<file path="src/rtl/mem_burst_master.sv">
`default_nettype none
// ============================================================================
// mem_burst_master : single-command burst read/write initiator for the
//                    512x12 Simplez main memory (valid/ready data streams)
// Revision 1.0 - initial release
// ============================================================================
module mem_burst_master #(
  parameter int AW = 9,
  parameter int DW = 12
) (
  input  logic          clk,
  input  logic          rstn,
  input  logic          start,
  input  logic          op,
  input  logic [AW-1:0] base,
  input  logic [AW-1:0] len,
  output logic          busy,
  output logic          done,
  input  logic [DW-1:0] wdata,
  input  logic          wdata_valid,
  output logic          wdata_ready,
  output logic [DW-1:0] rdata,
  output logic          rdata_valid,
  input  logic          rdata_ready,
  output logic [AW-1:0] mem_addr,
  output logic          mem_wr,
  output logic [DW-1:0] mem_dout,
  input  logic [DW-1:0] mem_din
);

  localparam logic [AW-1:0] IDX_ONE = AW'(1);

  typedef enum logic [2:0] {
    S_IDLE     = 3'd0,
    S_RD_ISSUE = 3'd1,
    S_RD_CAP   = 3'd2,
    S_RD_OUT   = 3'd3,
    S_WR_WAIT  = 3'd4,
    S_WR_PULSE = 3'd5,
    S_DONE     = 3'd6
  } state_t;

  state_t        state, state_nx;
  logic [AW-1:0] burst_base, burst_base_nx;
  logic [AW-1:0] burst_len, burst_len_nx;
  logic [AW-1:0] idx, idx_nx;
  logic          busy_nx, done_nx, wready_nx, rvalid_nx, wr_nx;
  logic [DW-1:0] rdata_nx, dout_nx;
  logic [AW-1:0] addr_nx;
  logic          last_word;

  assign last_word = (idx == burst_len);

  always_ff @(posedge clk) begin
    if (!rstn) begin
      state       <= S_IDLE;
      burst_base  <= '0;
      burst_len   <= '0;
      idx         <= '0;
      busy        <= 1'b0;
      done        <= 1'b0;
      wdata_ready <= 1'b0;
      rdata       <= '0;
      rdata_valid <= 1'b0;
      mem_addr    <= '0;
      mem_wr      <= 1'b0;
      mem_dout    <= '0;
    end else begin
      state       <= state_nx;
      burst_base  <= burst_base_nx;
      burst_len   <= burst_len_nx;
      idx         <= idx_nx;
      busy        <= busy_nx;
      done        <= done_nx;
      wdata_ready <= wready_nx;
      rdata       <= rdata_nx;
      rdata_valid <= rvalid_nx;
      mem_addr    <= addr_nx;
      mem_wr      <= wr_nx;
      mem_dout    <= dout_nx;
    end
  end

  // Every output is registered, so each branch sets the value the output
  // must carry during the state being entered.
  always_comb begin
    state_nx      = state;
    burst_base_nx = burst_base;
    burst_len_nx  = burst_len;
    idx_nx        = idx;
    busy_nx       = busy;
    done_nx       = 1'b0;
    wready_nx     = wdata_ready;
    rdata_nx      = rdata;
    rvalid_nx     = rdata_valid;
    addr_nx       = mem_addr;
    wr_nx         = 1'b0;
    dout_nx       = mem_dout;

    case (state)
      S_IDLE: begin
        busy_nx = 1'b0;
        if (start) begin
          burst_base_nx = base;
          burst_len_nx  = len;
          idx_nx        = '0;
          busy_nx       = 1'b1;
          if (op) begin
            state_nx  = S_WR_WAIT;
            wready_nx = 1'b1;
          end else begin
            state_nx = S_RD_ISSUE;
            addr_nx  = base;
          end
        end
      end
      S_RD_ISSUE: state_nx = S_RD_CAP;
      S_RD_CAP: begin
        rdata_nx  = mem_din;
        rvalid_nx = 1'b1;
        state_nx  = S_RD_OUT;
      end
      S_RD_OUT: begin
        if (rdata_ready) begin
          rvalid_nx = 1'b0;
          if (last_word) begin
            state_nx = S_DONE;
            done_nx  = 1'b1;
          end else begin
            idx_nx   = idx + IDX_ONE;
            addr_nx  = burst_base + idx + IDX_ONE;
            state_nx = S_RD_ISSUE;
          end
        end
      end
      S_WR_WAIT: begin
        if (wdata_valid && wdata_ready) begin
          addr_nx   = burst_base + idx;
          dout_nx   = wdata;
          wr_nx     = 1'b1;
          wready_nx = 1'b0;
          state_nx  = S_WR_PULSE;
        end
      end
      S_WR_PULSE: begin
        if (last_word) begin
          state_nx = S_DONE;
          done_nx  = 1'b1;
        end else begin
          idx_nx    = idx + IDX_ONE;
          wready_nx = 1'b1;
          state_nx  = S_WR_WAIT;
        end
      end
      S_DONE: begin
        busy_nx  = 1'b0;
        state_nx = S_IDLE;
      end
      default: state_nx = S_IDLE;
    endcase
  end

endmodule
`default_nettype wire

</file>
<file path="config.mk">
export PLATFORM = sky130hd
export DESIGN_NAME = mem_burst_master
export DESIGN_NICKNAME = d
export VERILOG_FILES = /design/src/rtl/mem_burst_master.sv
export SDC_FILE = /design/constraint.sdc
export NUM_CORES = 1
export LEC_CHECK = 0
export BUFFER_PORTS_ARGS = -buffer_cell sky130_fd_sc_hd__buf_2
export CAP_MARGIN = 20
export CELL_PAD_IN_SITES_DETAIL_PLACEMENT = 1
export CELL_PAD_IN_SITES_GLOBAL_PLACEMENT = 1
export CORE_MARGIN = 4
export CORE_UTILIZATION = 35
export CTS_BUF_LIST = sky130_fd_sc_hd__clkbuf_8
export DETAILED_ROUTE_END_ITERATION = 8
export PLACE_DENSITY_LB_ADDON = 0.1
export SYNTH_ARGS = -nofsm -noshare
export SYNTH_HDL_FRONTEND = slang
export SYNTH_SLANG_ARGS = --single-unit
export TNS_END_PERCENT = 50
</file>
<file path="constraint.sdc">
create_clock -name clk -period 6.4 [get_ports clk]
set_input_delay 0.64 -clock clk [delete_from_list [all_inputs] [get_ports clk]]
set_output_delay 0.64 -clock clk [all_outputs]
set_load 0.01 [all_outputs]
</file>
==> impl_metrics.json <==
{
  "ys_top_cells_by_count": "102 x sky130_fd_sc_hd__nand2_1, 68 x sky130_fd_sc_hd__dfxtp_1, 51 x sky130_fd_sc_hd__a21oi_1",
  "max_stage_delay_ns": 0.44,
  "dominantRegCellSynth": "sky130_fd_sc_hd__dfxtp_1",
  "detailedPlace.worstSlack_ns": 3.74,
  "row_count": 35,
  "floorplan.core_area_um2": 9370,
  "drc_errors": 0,
  "grt_start_max_net_pins": 55,
  "pwr_dens_nw_per_um2": 367,
  "clk_path_buf_depth": 2,
  "cp-end-kind": "flip-flop",
  "first_pass_grt_wire_length_um": 16200,
  "post_cts_resize_count": 0,
  "grt_pass1_vias": 3274,
  "startpoint_type": "flip-flop",
  "worstMarginPinSlew_ns": 1.01,
  "clkLatencyLatePin_ns": 0.36,
  "syn-cell-area_um2": 3400,
  "final.min_clock_period_ns": 2.71,
  "setup_viol": 0,
  "critPathSlowestCell": "sky130_fd_sc_hd__dfxtp_1",
  "layout-drive-gt1-share": 0.222,
  "route.vias.total": 3229,
  "yosys.area.top_type_share": 0.400,
  "grt-ovfl-total": 0,
  "dominant_delay_contributor_by_cell_family_on_the_critical_path": "compound AO/OA/AOI/OAI gates",
  "fraction_of_met3_tracks_used_by_global_routing": 0.0427,
  "cts_tree": "built",
  "maxSlewHeadroom": 0.323,
  "finalNetCount": 564,
  "postRouteAntennaNets": 0,
  "synth_nets": 490,
  "place.detailed.hpwl_um": 7210,
  "critical_path_required_ns": 6.65,
  "die-area_um2": 11400,
  "cts_buffers": 9,
  "cts.sinks": 68,
  "utilization": 0.437,
  "whs_ns": 0.456,
  "port_buffers": 85,
  "power.ir.vdd_worst_uv": 140,
  "design.portCount": 86,
  "synthDominantAreaCellType": "sky130_fd_sc_hd__dfxtp_1",
  "critical_path.n_buffers_inverters": 1,
  "finalHoldViolations": 0,
  "routed_wire_length_per_instance_um": 15.4,
  "ys_async_rst_share": 0,
  "synth_area_leaders": "sky130_fd_sc_hd__dfxtp_1 40%, sky130_fd_sc_hd__nand2_1 11%, sky130_fd_sc_hd__a21oi_1 7.5%",
  "syn_area_per_cell_um2": 7.89,
  "grtUsageMet2": 0.286,
  "drt_first_iter_violations": 115,
  "yosys_warnings": 0,
  "synth_seq_cells": 68,
  "drt_wl_total_um": 9830,
  "layout_worst_path_cycle_share": 0.423,
  "synthCells": 431,
  "dr.pass1.iters": 6,
  "die_wd_um": 107,
  "design_power_total_w": 0.00150,
  "area_growth_syn_to_layout_pct": 20.3,
  "edff_count_synth": 0,
  "ys_seq_area_frac": 0.400,
  "unrepaired_setup_endpoints_after_global_routing": "no",
  "setup.worst_path.class": "flip-flop to flip-flop",
  "max_freq_ghz": 0.370,
  "sequence_of_cells_on_the_critical_path": "ha_1 > inv_1 > fa_1 > nor2b_1 > o22ai_1 > xnor2_1 > nand4_1 > a211oi_1 > o311a_1 > a21oi_1",
  "timing.hold.worst.class": "flip-flop to flip-flop",
  "final-max-slew-violation-count": 0,
  "initial_core_util": 0.363,
  "gr-max-usage-layer": "met2",
  "maxCapViolations": 0,
  "fin_tns_setup_ns": 0,
  "timing.final.ws_setup_ns": 3.69,
  "total_of_hold_buffers_inserted_after_clock_tree_synthesis": 0,
  "clock-root-buffer": "sky130_fd_sc_hd__clkbuf_8",
  "post_synth_num_cell_types": 53,
  "outcome": "finished clean",
  "power.static_leakage_nw": 1.69,
  "post-synth-top-count-cell": "sky130_fd_sc_hd__nand2_1",
  "worst_case_clock_skew_ns": 0.00894,
  "post_cts.repair.setup_buffers": 0,
  "number_of_antenna_violations_at_the_first_check_in_global_routing": 0,
  "vias_per_inst": 5.05,
  "grt.total_usage": 0.176,
  "h_tree_depth": 3,
  "place_congestion": 0.818,
  "groute.layer.met1.usage": 0.237,
  "critical_path_arrival_ns": 2.95,
  "insertedDiodeCount": 0,
  "die_h_um": 107,
  "timing.critical_path.fanout_max": 5,
  "path_clk_slew_ns": 0.09
}
-- final cells by class --
class                   count  area, um^2
clock buffers               9         124
well taps                 129         161
flip-flops and latches     68        1360
clock inverters             7        75.1
inverters                   9        33.8
repair buffers             86         433
multi-input cells         331        1900
fillers                  1200        5280
-- cells by family after synthesis --
group | Yosys count | synth area share
xor gates and xnor gates | 25 | 0.0644
and+or+nand+nor | 188 | 0.248
DFF | 68 | 0.400
muxes | 2 | 0.00588
adders and majority gates | 11 | 0.0427
buffers and inverters | 32 | 0.0405
AOI/OAI and AO/OA | 105 | 0.199
-- final timing paths --
kind | start | end | slack [ns] | cells after the start
worst max-delay path | idx[0] | mem_addr[8] | 3.69 | 10
worst min-delay path | mem_dout[7] | mem_dout[7] | 0.46 | 2
worst max register to register | idx[0] | mem_addr[8] | 3.69 | 10
worst min register to register | mem_dout[7] | mem_dout[7] | 0.46 | 2
-- power by group --
group	switching [W]	internal (W)
Sequential	0.0000713	0.000503
Combinational	0.000358	0.000202
Clock	0.000186	0.000182
-- worst reg2reg max path, stage by stage, from the launching register on --
cell and delay [ns]:
sky130_fd_sc_hd__dfxtp_1 0.44, sky130_fd_sc_hd__ha_1 0.23, sky130_fd_sc_hd__inv_1 0.07, sky130_fd_sc_hd__fa_1 0.41, sky130_fd_sc_hd__nor2b_1 0.18, sky130_fd_sc_hd__o22ai_1 0.12, sky130_fd_sc_hd__xnor2_1 0.36, sky130_fd_sc_hd__nand4_1 0.21
sky130_fd_sc_hd__a211oi_1 0.31, sky130_fd_sc_hd__o311a_1 0.23, sky130_fd_sc_hd__a21oi_1 0.07
-- per-layer routing --
| layer | routed length (um) | up-vias |
|---|---|---|
| met3 | 394 | 8 |
| met1 | 4780 | 1507 |
| met2 | 4560 | 78 |
| met5 | 0 | - |
| li1 | - | 1636 |
| met4 | 91 | 0 |
-- state kept, by name (all words and copies together) (netlist names) --
signal,cells
burst_len,9
mem_addr,9
rdata,12
idx,9
busy,1
wdata_ready,1
rdata_valid,1
state,3
done,1
burst_base,9
mem_wr,1
mem_dout,12
-- metrics by stage --
stage               instances  cell area, um^2
floorplan                 431             3400
finish                    639             4090
global placement          623             3890
detailed placement        623             3890
CTS                       639             4090
global route              639             4090
-- cells in the final DEF, fill, tap and decap left out, types with 2 or more instances in the layout --
cell and instances:
sky130_fd_sc_hd__a2111oi_0 2, sky130_fd_sc_hd__a211oi_1 2, sky130_fd_sc_hd__a21oi_1 51, sky130_fd_sc_hd__a221oi_1 3
sky130_fd_sc_hd__a22oi_1 6, sky130_fd_sc_hd__a311oi_2 4, sky130_fd_sc_hd__a31oi_1 5, sky130_fd_sc_hd__and2_1 4
sky130_fd_sc_hd__and3_1 4, sky130_fd_sc_hd__and4_1 2, sky130_fd_sc_hd__buf_2 85, sky130_fd_sc_hd__clkbuf_8 9
sky130_fd_sc_hd__clkinvlp_4 3, sky130_fd_sc_hd__dfxtp_1 68, sky130_fd_sc_hd__ha_1 10, sky130_fd_sc_hd__inv_1 7
sky130_fd_sc_hd__inv_2 2, sky130_fd_sc_hd__inv_6 2, sky130_fd_sc_hd__mux2i_1 2, sky130_fd_sc_hd__nand2_1 102
sky130_fd_sc_hd__nand2b_1 2, sky130_fd_sc_hd__nand3_1 5, sky130_fd_sc_hd__nand3b_1 3, sky130_fd_sc_hd__nand4_1 6
sky130_fd_sc_hd__nor2_1 38, sky130_fd_sc_hd__nor2b_1 5, sky130_fd_sc_hd__nor3_1 5, sky130_fd_sc_hd__nor3b_1 4
sky130_fd_sc_hd__nor4_1 2, sky130_fd_sc_hd__o211ai_1 2, sky130_fd_sc_hd__o21a_1 3, sky130_fd_sc_hd__o21ai_0 8
sky130_fd_sc_hd__o21ai_1 7, sky130_fd_sc_hd__or3_1 2, sky130_fd_sc_hd__xnor2_1 16, sky130_fd_sc_hd__xor2_1 9
No activity file was read; power rests on OpenSTA's default activity.
